### src/rtl/mem_arbiter_if.sv
// Bundle of the two requester ports and the RAM port shared by mem_arbiter.
// The slave modport is the arbiter's view; master is the environment (requesters + RAM).
interface mem_arbiter_if #(
  parameter int unsigned ADDR_WIDTH = 6,
  parameter int unsigned DATA_WIDTH = 16
);
  logic                  req0_valid;
  logic                  req0_we;
  logic                  req0_lock;
  logic [ADDR_WIDTH-1:0] req0_addr;
  logic [DATA_WIDTH-1:0] req0_wdata;
  logic                  req0_ready;
  logic                  req0_rvalid;
  logic [DATA_WIDTH-1:0] req0_rdata;

  logic                  req1_valid;
  logic                  req1_we;
  logic                  req1_lock;
  logic [ADDR_WIDTH-1:0] req1_addr;
  logic [DATA_WIDTH-1:0] req1_wdata;
  logic                  req1_ready;
  logic                  req1_rvalid;
  logic [DATA_WIDTH-1:0] req1_rdata;

  logic                  mem_we;
  logic [ADDR_WIDTH-1:0] mem_addr;
  logic [DATA_WIDTH-1:0] mem_data;
  logic [DATA_WIDTH-1:0] mem_out;

  modport slave (
    input  req0_valid, req0_we, req0_lock, req0_addr, req0_wdata,
    output req0_ready, req0_rvalid, req0_rdata,
    input  req1_valid, req1_we, req1_lock, req1_addr, req1_wdata,
    output req1_ready, req1_rvalid, req1_rdata,
    output mem_we, mem_addr, mem_data,
    input  mem_out
  );

  modport master (
    output req0_valid, req0_we, req0_lock, req0_addr, req0_wdata,
    input  req0_ready, req0_rvalid, req0_rdata,
    output req1_valid, req1_we, req1_lock, req1_addr, req1_wdata,
    input  req1_ready, req1_rvalid, req1_rdata,
    input  mem_we, mem_addr, mem_data,
    output mem_out
  );
endinterface

### src/rtl/mem_arbiter.sv
// Two-port round-robin arbiter for a single-port RAM with 1-cycle read latency,
// with per-requester read-data holding and an owner lock for atomic sequences.
module mem_arbiter #(
  parameter int unsigned ADDR_WIDTH = 6,
  parameter int unsigned DATA_WIDTH = 16
) (
  input  logic          clk,
  input  logic          rst_n,
  mem_arbiter_if.slave  bus
);

  typedef enum logic [1:0] {
    LOCK_NONE = 2'd0,
    LOCK_R0   = 2'd1,
    LOCK_R1   = 2'd2
  } lock_e;

  lock_e                 lock_q, lock_d;
  logic                  prio_q;
  logic [1:0]            rd_pend_q;
  logic [ADDR_WIDTH-1:0] last_addr_q;
  logic [DATA_WIDTH-1:0] hold0_q, hold1_q;
  logic                  gnt0, gnt1;

  // Lock owner state register
  always_ff @(posedge clk or negedge rst_n) begin
    if (!rst_n) lock_q <= LOCK_NONE;
    else        lock_q <= lock_d;
  end

  // Grant selection and lock next-state; a grant always coincides with a transfer
  always_comb begin
    gnt0   = 1'b0;
    gnt1   = 1'b0;
    lock_d = lock_q;
    if (rst_n) begin
      case (lock_q)
        LOCK_R0: gnt0 = bus.req0_valid;
        LOCK_R1: gnt1 = bus.req1_valid;
        default: begin
          if (bus.req0_valid && bus.req1_valid) begin
            gnt0 = !prio_q;
            gnt1 = prio_q;
          end else begin
            gnt0 = bus.req0_valid;
            gnt1 = bus.req1_valid;
          end
        end
      endcase
    end
    case (lock_q)
      LOCK_NONE: begin
        if (gnt0 && bus.req0_lock)      lock_d = LOCK_R0;
        else if (gnt1 && bus.req1_lock) lock_d = LOCK_R1;
      end
      LOCK_R0: if (gnt0 && !bus.req0_lock) lock_d = LOCK_NONE;
      LOCK_R1: if (gnt1 && !bus.req1_lock) lock_d = LOCK_NONE;
      default: lock_d = LOCK_NONE;
    endcase
  end

  // RAM drive: idle cycles park on the last address so mem_out stays stable
  always_comb begin
    bus.mem_we   = 1'b0;
    bus.mem_addr = last_addr_q;
    bus.mem_data = '0;
    if (gnt0) begin
      bus.mem_we   = bus.req0_we;
      bus.mem_addr = bus.req0_addr;
      bus.mem_data = bus.req0_wdata;
    end else if (gnt1) begin
      bus.mem_we   = bus.req1_we;
      bus.mem_addr = bus.req1_addr;
      bus.mem_data = bus.req1_wdata;
    end
  end

  assign bus.req0_ready  = gnt0;
  assign bus.req1_ready  = gnt1;
  assign bus.req0_rvalid = rd_pend_q[0];
  assign bus.req1_rvalid = rd_pend_q[1];
  assign bus.req0_rdata  = rd_pend_q[0] ? bus.mem_out : hold0_q;
  assign bus.req1_rdata  = rd_pend_q[1] ? bus.mem_out : hold1_q;

  // Round-robin pointer, parked address, read-pending flags and response holding
  always_ff @(posedge clk or negedge rst_n) begin
    if (!rst_n) begin
      prio_q      <= 1'b0;
      rd_pend_q   <= 2'b00;
      last_addr_q <= '0;
      hold0_q     <= '0;
      hold1_q     <= '0;
    end else begin
      if (gnt0) begin
        prio_q      <= 1'b1;
        last_addr_q <= bus.req0_addr;
      end else if (gnt1) begin
        prio_q      <= 1'b0;
        last_addr_q <= bus.req1_addr;
      end
      rd_pend_q <= {gnt1 && !bus.req1_we, gnt0 && !bus.req0_we};
      if (rd_pend_q[0]) hold0_q <= bus.mem_out;
      if (rd_pend_q[1]) hold1_q <= bus.mem_out;
    end
  end

endmodule

### src/flat_wrapper.sv
// flat-port wrapper written by rule: the top's interface ports become plain ports
module mem_arbiter_flat 
#(
  parameter int unsigned ADDR_WIDTH = 6,
  parameter int unsigned DATA_WIDTH = 16
)
  (clk, rst_n, bus_req0_valid, bus_req0_we, bus_req0_lock, bus_req0_addr, bus_req0_wdata, bus_req0_ready, bus_req0_rvalid, bus_req0_rdata, bus_req1_valid, bus_req1_we, bus_req1_lock, bus_req1_addr, bus_req1_wdata, bus_req1_ready, bus_req1_rvalid, bus_req1_rdata, bus_mem_we, bus_mem_addr, bus_mem_data, bus_mem_out);
  mem_arbiter_if #(.ADDR_WIDTH(ADDR_WIDTH), .DATA_WIDTH(DATA_WIDTH)) bus_i ();
  input  logic clk;
  input  logic rst_n;
  input wire logic [$bits(bus_i.req0_valid)-1:0] bus_req0_valid;
  input wire logic [$bits(bus_i.req0_we)-1:0] bus_req0_we;
  input wire logic [$bits(bus_i.req0_lock)-1:0] bus_req0_lock;
  input wire logic [$bits(bus_i.req0_addr)-1:0] bus_req0_addr;
  input wire logic [$bits(bus_i.req0_wdata)-1:0] bus_req0_wdata;
  output wire logic [$bits(bus_i.req0_ready)-1:0] bus_req0_ready;
  output wire logic [$bits(bus_i.req0_rvalid)-1:0] bus_req0_rvalid;
  output wire logic [$bits(bus_i.req0_rdata)-1:0] bus_req0_rdata;
  input wire logic [$bits(bus_i.req1_valid)-1:0] bus_req1_valid;
  input wire logic [$bits(bus_i.req1_we)-1:0] bus_req1_we;
  input wire logic [$bits(bus_i.req1_lock)-1:0] bus_req1_lock;
  input wire logic [$bits(bus_i.req1_addr)-1:0] bus_req1_addr;
  input wire logic [$bits(bus_i.req1_wdata)-1:0] bus_req1_wdata;
  output wire logic [$bits(bus_i.req1_ready)-1:0] bus_req1_ready;
  output wire logic [$bits(bus_i.req1_rvalid)-1:0] bus_req1_rvalid;
  output wire logic [$bits(bus_i.req1_rdata)-1:0] bus_req1_rdata;
  output wire logic [$bits(bus_i.mem_we)-1:0] bus_mem_we;
  output wire logic [$bits(bus_i.mem_addr)-1:0] bus_mem_addr;
  output wire logic [$bits(bus_i.mem_data)-1:0] bus_mem_data;
  input wire logic [$bits(bus_i.mem_out)-1:0] bus_mem_out;
  assign bus_i.req0_valid = bus_req0_valid;
  assign bus_i.req0_we = bus_req0_we;
  assign bus_i.req0_lock = bus_req0_lock;
  assign bus_i.req0_addr = bus_req0_addr;
  assign bus_i.req0_wdata = bus_req0_wdata;
  assign bus_req0_ready = bus_i.req0_ready;
  assign bus_req0_rvalid = bus_i.req0_rvalid;
  assign bus_req0_rdata = bus_i.req0_rdata;
  assign bus_i.req1_valid = bus_req1_valid;
  assign bus_i.req1_we = bus_req1_we;
  assign bus_i.req1_lock = bus_req1_lock;
  assign bus_i.req1_addr = bus_req1_addr;
  assign bus_i.req1_wdata = bus_req1_wdata;
  assign bus_req1_ready = bus_i.req1_ready;
  assign bus_req1_rvalid = bus_i.req1_rvalid;
  assign bus_req1_rdata = bus_i.req1_rdata;
  assign bus_mem_we = bus_i.mem_we;
  assign bus_mem_addr = bus_i.mem_addr;
  assign bus_mem_data = bus_i.mem_data;
  assign bus_i.mem_out = bus_mem_out;
  mem_arbiter #(.ADDR_WIDTH(ADDR_WIDTH), .DATA_WIDTH(DATA_WIDTH)) u_core (.clk(clk), .rst_n(rst_n), .bus(bus_i));
endmodule
### config.mk
export PLATFORM = sky130hd
export DESIGN_NAME = mem_arbiter_flat
export DESIGN_NICKNAME = d
export VERILOG_FILES = /design/src/rtl/mem_arbiter_if.sv /design/src/rtl/mem_arbiter.sv /design/src/flat_wrapper.sv
export SDC_FILE = /design/constraint.sdc
export NUM_CORES = 1
export LEC_CHECK = 0
export BUFFER_PORTS_ARGS = -buffer_cell sky130_fd_sc_hd__buf_2
export CORE_ASPECT_RATIO = 0.5
export CORE_UTILIZATION = 25
export DETAILED_ROUTE_END_ITERATION = 8
export PLACE_DENSITY = 0.5
export SLEW_MARGIN = 20
export SYNTH_ARGS = -nofsm -noshare
export SYNTH_HDL_FRONTEND = slang
export SYNTH_SLANG_ARGS = --single-unit
### constraint.sdc
create_clock -name clk -period 2.15 [get_ports clk]
set_input_delay 0.215 -clock clk [delete_from_list [all_inputs] [get_ports clk]]
set_output_delay 0.215 -clock clk [all_outputs]
set_load 0.05 [all_outputs]
==> results.tsv, run 1 <==
stage	metric	value	unit
die	FP Rows	22	
pwr	Reg power frac	21.8	%
timing	Worst Tran Pin Value	0.301	ns
status	violated checks	setup timing	
synthesis	Async SR Flop Fraction	100	%
die	Chip Width	130	um
detailed_routing	DR iter-0 viols	58	
grt	GRT Residual Overflow	0	
worst_setup_path	crit-path cells	inv_2 > ha_4 > nor3b_4 > nor3_4 > buf_6 > mux2i_2 > o21ai_2 > buf_6	
die	full die area	8530	um2
final_layout	n_diodes	0	
timing	setup violators final	22	
detailed_routing	drt via density	4.38	
worst_hold_path	Min-Delay Path Depth	2	
pwr	clock network fraction of total power	11.9	%
placed_design	gpl congestion	0.788	
pwr	internal power	0.00299	W
worst_setup_path	worst reg2reg setup slack	0.32	ns
worst_setup_path	crit path max fanout	7	
worst_hold_path	Worst Hold Class	primary input to flip-flop	
synthesis	number of distinct library cells after synthesis	30	
final_layout	Finished Layout Cells	404	
clocking	Clock Pin Slew Worst Setup and Hold Paths	0.06	ns
worst_setup_path	reg2reg end	u_core.lock_q[0]$_DFFE_PN0P_	
placed_design	HPWL after DPL	3950	um
worst_setup_path	WP data arrival	1.98	ns
pwr	total power	0.00607	W
grt	gr usage total	13.1	%
synthesis	EDFF count, synth	0	
detailed_routing	Residual DRC	0	
synthesis	Ys Warns	0	
clocking	Skew-Pair Late Insertion Delay	0.28	ns
timing	Final Hold Viols	0	
worst_setup_path	delay-heaviest family, CP	flip-flops	
clocking	clock sinks	43	
worst_setup_path	nature of the critical path startpoint	flip-flop	
timing	unrepaired setup endpoints after global routing	yes	
timing	Slew Limit Fails	0	
final_layout	Layout Utilization	43.2	%
pwr	Net Sw Power	0.00308	W
timing	Final Cycle Share	102	%
synthesis	largest cells by area after synthesis	dfrtp_1, mux2_2, a22o_1, a22o_2, mux2i_1	
worst_setup_path	FF-to-FF Start	u_core.lock_q[1]$_DFFE_PN0P_	
synthesis	synthesized net count	224	
placed_design	PortBufs	126	
clocking	CTS tree	done	
placed_design	Post-Place Cells	386	
grt	GR Util met3	3.07	%
clocking	H-Tree Depth	2	
pwr	leak pwr	1.59	nW
die	Initial Utilization	26.8	%
detailed_routing	wire per inst	13.3	um
timing	Setup WS post-layout	-0.0499	ns
synthesis	Seq/Total Area, Yosys	52.9	%
timing	worst rel slew slack	80.0	%
worst_setup_path	Critical Path End Type	output port	
worst_setup_path	WP buf/inv	3	
pwr	Sw Ratio	50.7	%
synthesis	Yosys reg bits	43	
detailed_routing	final wirelength	5370	um
worst_setup_path	Critical Path Slowest Stage Cell	dfrtp_1	
synthesis	Post-Syn Instances	153	
grt	GRT met1 Usage	15.1	%
clocking	CTS buffer count	5	
final_layout	layout net count	366	
detailed_routing	Vias	1770	
job	max-cap violations	0	
pwr	worst vdd ir	0.000825	V
die	io pins	127	
synthesis	mapped cell area	2040	um2
clocking	root buffer cell	clkbuf_16	
synthesis	Yosys top cell area share	52.9	%
final_layout	area delta synth->final	61.1	%
pwr	power density cells	1850	nW/um2
final_layout	Filler cells	747	
grt	GRT busiest layer	met2	
worst_hold_path	hold path endpoint	u_core.rd_pend_q[0]$_DFF_PN0_	
timing	Final Critical Period	2.20	ns
worst_setup_path	crit path kind	flip-flop to output port	
grt	first-pass GRT wire length	8510	um
detailed_routing	first-pass iteration count of the detailed router	4	
grt	GRT met2 Usage	24.3	%
grt	largest net degree at the start of global routing	24	
worst_setup_path	Reg2Reg Depth	9	
detailed_routing	antenna viol nets, final	0	
synthesis	ys flop type	dfrtp_1	
worst_setup_path	CP max stage delay	0.40	ns
status	status	finished, violations left	
worst_setup_path	CP dominant cell by count	buf_6	
final_layout	layout cells sized above 1	74.7	%
synthesis	post-synth top area cell	dfrtp_1	
grt	initial antenna violation count	0	
timing	Fmax	0.455	GHz
die	chip height	65.8	um
timing	final clock skew	0.00445	ns
pwr	Comb power frac	66.3	%
synthesis	Post-Syn Area per Cell	13.3	um2
grt	vias in the first global route	1821	
worst_hold_path	Hold Path Origin	bus_req0_we	
die	Core Region	7600	um2
worst_setup_path	critical path data required time	1.93	ns
placed_design	pre-CTS WS	-0.0244	ns
clocking	Max clock buf depth	2	
==> synthesized netlist by cell type (2+ instances only) <==
cell      number
buf_2          2
o21ai_0        7
nand2b_1       2
nand2_1        9
clkbuf_1       5
inv_1          2
dfrtp_1       43
a22o_2         7
ha_1           3
a21oi_1        3
nand3b_1       3
mux2i_1        6
buf_6          3
mux2_2        32
nor2b_4        2
a22o_1        10
==> per-layer routing <==
layer | routed length, um | vias up
met5 | 0 | -
met4 | 27 | 0
met3 | 278 | 2
met2 | 2870 | 66
met1 | 2200 | 862
li1 | - | 840
==> per-stage QoR <==
step	hold slack, ns	cell area, um2	setup TNS (ns)
after floorplan	-0.0806	2080	-0.827
after global placement	0.257	2860	0
after detailed placement	0.266	2860	-0.0393
after CTS	0.0961	3240	-0.906
after global routing	0.105	3280	-2.92
final	0.104	3280	-0.666
==> kinds of logic (layout without fill, tap and decap cells) <==
logic type	Yosys count	after routing	synth area share [%]
adder cells (fa/ha/maj)	3	3	1.84
AO/OA/AOI/OAI	33	33	12.9
flip-flops	43	43	52.9
AND/OR/NAND/NOR	23	23	7.31
buffers and inverters	13	156	4.43
multiplexers	38	38	20.7
==> layout make-up <==
class,instances,area (um2),area share (%)
inverters,2,7.51,0.229
well taps,108,135,4.12
clock inverters,2,12.5,0.382
flip-flops and latches,43,1080,32.8
multi-input cells,97,961,29.3
repair buffers,146,958,29.2
clock buffers,6,129,3.93
==> sequential cells by signal, summed over array words and instances (netlist names) <==
register            cells
u_core.hold0_q         16
u_core.hold1_q         16
u_core.last_addr_q      6
u_core.lock_q           2
u_core.rd_pend_q        2
u_core.prio_q           1
==> power groups by stage <==
stage | Sequential, W | Combinational [W] | Clock [W]
after floorplan | 0.00131 | 0.00287 | 0
after global placement | 0.00131 | 0.00356 | 0
after detailed placement | 0.00132 | 0.00360 | 0
after CTS | 0.00132 | 0.00398 | 0.000750
after global routing | 0.00137 | 0.00422 | 0.000787
final | 0.00132 | 0.00402 | 0.000719
==> timing repair <==
action                                  CTS  global route
hold buffers                              1             0
hold endpoints to repair                 43             0
endpoints found under the setup margin   25            24
resized for setup                        57             2
setup buffers                             5             4
pin swaps                                 3             2
==> placed cells by master (no fill, tap or decap), drive strengths merged <==
| cell type | synthesis | final |
|---|---|---|
| a211o | 1 | 1 |
| a21bo | 1 | 1 |
| a21o | 1 | 1 |
| a21oi | 3 | 3 |
| a22o | 17 | 17 |
| a22oi | 1 | 1 |
| a41oi | 1 | 1 |
| and2 | 1 | 1 |
| and3 | 1 | 1 |
| buf | 6 | 144 |
| clkbuf | 5 | 7 |
| clkinv | 0 | 1 |
| clkinvlp | 0 | 1 |
| dfrtp | 43 | 43 |
| dlygate4sd3 | 0 | 1 |
| ha | 3 | 3 |
| inv | 2 | 2 |
| mux2 | 32 | 32 |
| mux2i | 6 | 6 |
| nand2 | 9 | 9 |
| nand2b | 2 | 2 |
| nand3 | 1 | 1 |
| nand3b | 3 | 3 |
| nor2b | 3 | 3 |
| nor3 | 1 | 1 |
| nor3b | 1 | 1 |
| nor4 | 1 | 1 |
| o2111a | 1 | 1 |
| o21ai | 7 | 7 |
==> how the worst max path moves through the flow <==
stage | depth (start not counted) | startpoint | end
after floorplan | 6 | u_core.lock_q[0]$_DFFE_PN0P_ | bus_mem_addr[2]
after global placement | 8 | u_core.lock_q[0]$_DFFE_PN0P_ | bus_mem_data[9]
after detailed placement | 8 | u_core.lock_q[0]$_DFFE_PN0P_ | bus_mem_addr[5]
after CTS | 8 | u_core.lock_q[0]$_DFFE_PN0P_ | bus_mem_addr[5]
after global routing | 8 | u_core.lock_q[0]$_DFFE_PN0P_ | bus_mem_addr[2]
final | 8 | u_core.lock_q[1]$_DFFE_PN0P_ | bus_mem_addr[3]
Note: power is estimated with default switching activity, not from simulation.
==> run 2: changes to the inputs <==
--- a/config.mk
+++ b/config.mk
@@ -9,7 +9,7 @@
 export CORE_ASPECT_RATIO = 0.5
 export CORE_UTILIZATION = 25
 export DETAILED_ROUTE_END_ITERATION = 8
-export PLACE_DENSITY = 0.5
+export GPL_TIMING_DRIVEN = 0
 export SLEW_MARGIN = 20
 export SYNTH_ARGS = -nofsm -noshare
 export SYNTH_HDL_FRONTEND = slang
==> run 2 against run 1 <==
Net effect: hold slack worse by 0.0095 ns; clock power is 20% higher; clock skew is 0.0013 ns lower; largest power group unchanged; sequential share of layout area is 1.8 points lower; the flow still finishes with violations (setup timing); register-to-register slack hardly changed; core utilization is 2.6 points higher.
==> results.tsv, run 2 (synthesis results as in run 1) <==
stage	metric	value	unit
worst_setup_path	FF-to-FF Start	u_core.lock_q[0]$_DFFE_PN0P_	
detailed_routing	first-pass iteration count of the detailed router	4	
die	Initial Utilization	26.8	%
detailed_routing	wire per inst	13.6	um
worst_setup_path	reg2reg end	u_core.lock_q[0]$_DFFE_PN0P_	
pwr	Sw Ratio	48.9	%
clocking	clock sinks	43	
placed_design	gpl congestion	0.742	
detailed_routing	wl on met1	2090	um
worst_setup_path	crit-path cells	inv_2 > ha_4 > nor3b_4 > nor3_4 > buf_4 > buf_8 > mux2i_4 > o21ai_2 > buf_6	
grt	first-pass GRT wire length	8830	um
final_layout	most common cell after layout, fill and taps aside	buf_2	
final_layout	Filler cells	708	
job	max-cap violations	0	
detailed_routing	antenna viol nets, final	0	
timing	Worst Tran Pin Value	0.389	ns
pwr	Comb power frac	65.7	%
pwr	clock network fraction of total power	13.5	%
timing	worst rel slew slack	74.1	%
die	FP Rows	22	
worst_setup_path	CP max stage delay	0.40	ns
grt	largest net degree at the start of global routing	44	
detailed_routing	Residual DRC	0	
worst_hold_path	Worst Hold Class	primary input to flip-flop	
final_layout	Design Area, Final	3470	um2
die	io pins	127	
timing	unrepaired setup endpoints after global routing	yes	
grt	vias in the first global route	1906	
worst_hold_path	Hold Path Origin	bus_req0_we	
detailed_routing	final wirelength	5620	um
timing	Final Cycle Share	108	%
die	full die area	8530	um2
pwr	internal power	0.00328	W
pwr	power density cells	1850	nW/um2
worst_hold_path	hold path endpoint	u_core.rd_pend_q[0]$_DFF_PN0_	
placed_design	PortBufs	126	
detailed_routing	DR iter-0 viols	48	
worst_setup_path	crit path max fanout	5	
final_layout	area delta synth->final	70.6	%
detailed_routing	metal2 WL	3090	um
clocking	H-Tree Depth	2	
final_layout	layout cells sized above 1	74.7	%
timing	Fmax	0.432	GHz
detailed_routing	top sig layer	met4	
timing	final clock skew	0.00312	ns
grt	initial antenna violation count	0	
worst_setup_path	nature of the critical path startpoint	flip-flop	
detailed_routing	drt via density	4.45	
final_layout	n_diodes	0	
die	chip height	65.8	um
clocking	Skew-Pair Late Insertion Delay	0.28	ns
timing	Setup WS post-layout	-0.164	ns
timing	Final Hold Viols	0	
worst_setup_path	Critical Path Slowest Stage Cell	dfrtp_1	
grt	gr usage total	13.8	%
die	Chip Width	130	um
final_layout	biggest regs	u_core.hold0_q: 16 flops, u_core.hold1_q: 16 flops, u_core.last_addr_q: 6 flops	
status	status	finished, violations left	
final_layout	layout net count	374	
timing	setup violators final	21	
timing	Final Critical Period	2.31	ns
worst_setup_path	crit path kind	flip-flop to output port	
worst_setup_path	critical path data required time	1.93	ns
worst_setup_path	worst reg2reg setup slack	0.32	ns
timing	Slew Limit Fails	0	
placed_design	HPWL after DPL	4120	um
worst_setup_path	WP data arrival	2.10	ns
clocking	CTS buffer count	5	
clocking	CTS tree	done	
clocking	Clock Pin Slew Worst Setup and Hold Paths	0.06	ns
placed_design	Post-DP Area	2850	um2
pwr	total power	0.00641	W
pwr	worst vdd ir	0.000632	V
clocking	root buffer cell	clkbuf_16	
grt	GRT Residual Overflow	0	
timing	hold slack	0.0945	ns
die	Core Region	7600	um2
worst_setup_path	Reg2Reg Depth	7	
clocking	Max clock buf depth	2	
pwr	leak pwr	1.70	nW
detailed_routing	Vias	1834	
worst_hold_path	Min-Delay Path Depth	2	
status	violated checks	setup timing	
detailed_routing	metal3 WL	340	um
worst_setup_path	Critical Path End Type	output port	
pwr	Reg power frac	20.8	%
pwr	Net Sw Power	0.00313	W
final_layout	leading cell types in the layout, fill and taps excluded	buf_2, dfrtp_1, mux2_2, buf_4, buf_6	
==> run 2: changes by cell type in the layout (fill, tap and decap cells not counted), sizes merged <==
cell | previous run | this run
buf | 144 | 151
bufinv | 0 | 1
clkbuf | 7 | 8
clkinvlp | 1 | 0
==> run 2: area by class of cell <==
cell class / instances / area (um2) / area share (%)
Timing Repair Buffer: 146 / 992 / 28.6
Clock buffer: 6 / 139 / 4.00
Sequential cell: 43 / 1080 / 31.0
Inverter: 2 / 7.51 / 0.216
Buffer: 8 / 77.6 / 2.23
Clock inverter: 2 / 35.0 / 1.01
Tap cell: 108 / 135 / 3.89
Multi-Input combinational cell: 97 / 1010 / 29.1
==> run 2: power by group through the flow <==
| stage | sequential (W) | combinational (W) | clock, W |
|---|---|---|---|
| final | 0.00133 | 0.00421 | 0.000866 |
| after global routing | 0.00138 | 0.00441 | 0.000921 |
| after CTS | 0.00133 | 0.00402 | 0.000895 |
| after detailed placement | 0.00134 | 0.00360 | 0 |
| after global placement | 0.00130 | 0.00354 | 0 |
| after floorplan | 0.00131 | 0.00287 | 0 |
==> run 2: per-stage QoR <==
step	setup TNS [ns]	utilization [%]	std cells	setup WS (ns)
after floorplan	-0.827	-	153	-0.0899
after global placement	-9.73	37.5	387	-0.512
after detailed placement	-10.92	37.5	387	-0.547
after CTS	-3.25	43.7	404	-0.185
after global routing	-4.60	45.7	412	-0.262
final	-2.39	45.7	412	-0.164
==> run 2: worst max-delay path by stage <==
stage / start / endpoint / slack [ns] / cells after the start
floorplan: u_core.lock_q[0]$_DFFE_PN0P_ / bus_mem_addr[2] / -0.09 / 6
global placement: rst_n / bus_mem_data[6] / -0.51 / 9
detailed placement: rst_n / bus_mem_data[12] / -0.55 / 9
CTS: u_core.lock_q[0]$_DFFE_PN0P_ / bus_mem_data[14] / -0.18 / 10
global route: u_core.lock_q[0]$_DFFE_PN0P_ / bus_mem_addr[0] / -0.26 / 9
finish: u_core.lock_q[0]$_DFFE_PN0P_ / bus_mem_addr[0] / -0.16 / 9
==> run 2: what timing repair did <==
item,4_1_cts,5_1_grt
resized for setup,62,20
pin swaps,0,8
endpoints found under the hold margin,43,0
buffers inserted,8,11
hold buffers,2,0
setup endpoints to repair,45,25
==> run 2: critical path: cells and delay by family (launching register included) <==
kind | cells | cell delay [ns]
AOI/OAI and AO/OA | 1 | 0.16
DFF | 1 | 0.40
buffers and inverters | 4 | 0.55
muxes | 1 | 0.18
and+or+nand+nor | 2 | 0.32
adders and majority gates | 1 | 0.22
==> run 2: layer usage <==
metal	up-vias	track usage (%)
met5	-	0
met4	0	5.52
met3	9	3.48
met2	78	27.4
met1	888	13.8
li1	859	-
==> run 3: changes to the inputs <==
--- a/config.mk
+++ b/config.mk
@@ -6,10 +6,12 @@
 export NUM_CORES = 1
 export LEC_CHECK = 0
 export BUFFER_PORTS_ARGS = -buffer_cell sky130_fd_sc_hd__buf_2
+export CAP_MARGIN = 15
 export CORE_ASPECT_RATIO = 0.5
 export CORE_UTILIZATION = 25
 export DETAILED_ROUTE_END_ITERATION = 8
 export GPL_TIMING_DRIVEN = 0
+export SKIP_CTS_REPAIR_TIMING = 1
 export SLEW_MARGIN = 20
 export SYNTH_ARGS = -nofsm -noshare
 export SYNTH_HDL_FRONTEND = slang
==> run 3 against run 2 <==
Net effect: clock skew rose by 0.00078 ns; sequential share of layout area rose by 2.0 points; register-to-register slack improved by 0.05 ns; via count fell by 3.5%; the run still ends with setup timing left; clock-buffer cell count did not move; fmax fell by 2.9%; first-iteration DRC count rose by 15%; combinational power fell by 6.9%; highest routed layer unchanged; global-route usage fell by 0.58 points; design area fell by 6.0%; sequential cell count did not move; critical path type unchanged.
==> results.tsv, run 3 (synthesis results as in run 1) <==
stage	metric	value	unit
timing	Final Critical Period	2.38	ns
detailed_routing	drt via density	4.39	
clocking	clock sinks	43	
pwr	leak pwr	1.61	nW
worst_setup_path	WP data arrival	2.17	ns
timing	setup violators final	23	
timing	Worst Tran Pin Value	0.693	ns
worst_setup_path	crit path kind	flip-flop to output port	
timing	Setup WS post-layout	-0.232	ns
die	Chip Width	130	um
final_layout	layout cells sized above 1	72.9	%
grt	GRT Residual Overflow	0	
timing	Final Cycle Share	111	%
job	max-cap violations	0	
clocking	H-Tree Depth	2	
grt	vias in the first global route	1775	
detailed_routing	wire per inst	13.6	um
placed_design	gpl congestion	0.742	
pwr	power density cells	1870	nW/um2
clocking	CTS buffer count	5	
grt	largest net degree at the start of global routing	48	
detailed_routing	DR iter-0 viols	55	
worst_setup_path	Critical Path End Type	output port	
placed_design	PortBufs	126	
grt	gr usage total	13.2	%
die	chip height	65.8	um
detailed_routing	antenna viol nets, final	0	
placed_design	HPWL after DPL	4120	um
final_layout	Layout Utilization	43.0	%
detailed_routing	Residual DRC	0	
clocking	Max clock buf depth	2	
final_layout	most common cell after layout, fill and taps aside	buf_2	
die	full die area	8530	um2
final_layout	leading cell types in the layout, fill and taps excluded	buf_2, dfrtp_1, mux2_2, buf_6, a22o_2	
timing	Fmax	0.420	GHz
final_layout	area delta synth->final	60.4	%
detailed_routing	first-pass iteration count of the detailed router	4	
die	io pins	127	
grt	first-pass GRT wire length	8460	um
detailed_routing	final wirelength	5490	um
clocking	Clock Pin Slew Worst Setup and Hold Paths	0.06	ns
timing	final clock skew	0.00390	ns
worst_setup_path	nature of the critical path startpoint	flip-flop	
final_layout	n_diodes	0	
clocking	root buffer cell	clkbuf_16	
clocking	Skew-Pair Late Insertion Delay	0.28	ns
die	Core Region	7600	um2
timing	worst rel slew slack	53.7	%
worst_hold_path	Worst Hold Class	primary input to flip-flop	
placed_design	pre-CTS WS	-0.547	ns
timing	Slew Limit Fails	0	
grt	initial antenna violation count	0	
die	FP Rows	22	
worst_setup_path	crit path max fanout	10	
timing	unrepaired setup endpoints after global routing	yes	
detailed_routing	Vias	1770	
worst_setup_path	critical path data required time	1.93	ns
clocking	CTS tree	done	
status	violated checks	setup timing	
timing	Final Hold Viols	0	
final_layout	biggest regs	u_core.hold0_q: 16 flops, u_core.hold1_q: 16 flops, u_core.last_addr_q: 6 flops	
die	Initial Utilization	26.8	%
final_layout	layout net count	365	
pwr	worst vdd ir	0.000635	V
status	status	finished, violations left	
## run 3: per-stage QoR
step	hold WS [ns]	total power (W)	std cells	area, um2	setup TNS (ns)
2_1_floorplan	-0.0806	0.00418	153	2080	-0.827
3_3_place_gp	0.387	0.00485	387	2850	-9.73
3_5_place_dp	0.387	0.00493	387	2850	-10.92
4_1_cts	0.0872	0.00582	395	3020	-12.11
5_1_grt	0.0958	0.00640	403	3260	-6.13
6_report	0.0919	0.00612	403	3260	-4.14
## run 3: worst paths after layout
check,startpoint,to,slack (ns),cells past startpoint
setup / recovery,u_core.lock_q[0]$_DFFE_PN0P_,bus_mem_data[13],-0.23,10
hold / removal,bus_req0_we,u_core.rd_pend_q[0]$_DFF_PN0_,0.09,2
setup reg to reg,u_core.lock_q[0]$_DFFE_PN0P_,u_core.lock_q[0]$_DFFE_PN0P_,0.37,7
hold reg to reg,u_core.hold0_q[7]$_DFF_PN0_,u_core.hold0_q[7]$_DFF_PN0_,0.49,1
max in group asynchronous,rst_n,u_core.hold0_q[7]$_DFF_PN0_,1.15,2
min in group asynchronous,rst_n,u_core.hold0_q[1]$_DFF_PN0_,0.52,3
## run 3: cell type report
type | instances | area, um2
fill | 720 | 4330
clock buffer | 6 | 139
tap | 108 | 135
multi-input combinational | 97 | 946
sequential | 43 | 1080
buffer | 9 | 78.8
clock inverter | 2 | 35.0
timing repair buffer | 136 | 847
inverter | 2 | 7.51
## run 3: report_power, final
group	switching, W	internal (W)
Sequential	0.000132	0.00120
Combinational	0.00264	0.00128
Clock	0.000293	0.000577
## run 3: routing by layer
metal,wire length [um],vias to the layer above,track usage [%]
met5,0,-,0
met4,79,0,4.80
met3,290,7,2.99
met2,3020,68,25.7
met1,2100,856,14.1
li1,-,839,-
## run 3: critical path, stage by stage (launching register included)
cell	delay, ns
dfrtp_1	0.39
inv_2	0.10
ha_4	0.23
nor3b_4	0.23
nor3_2	0.07
buf_6	0.12
nor2b_4	0.12
buf_6	0.13
buf_12	0.14
a22o_2	0.21
buf_6	0.15
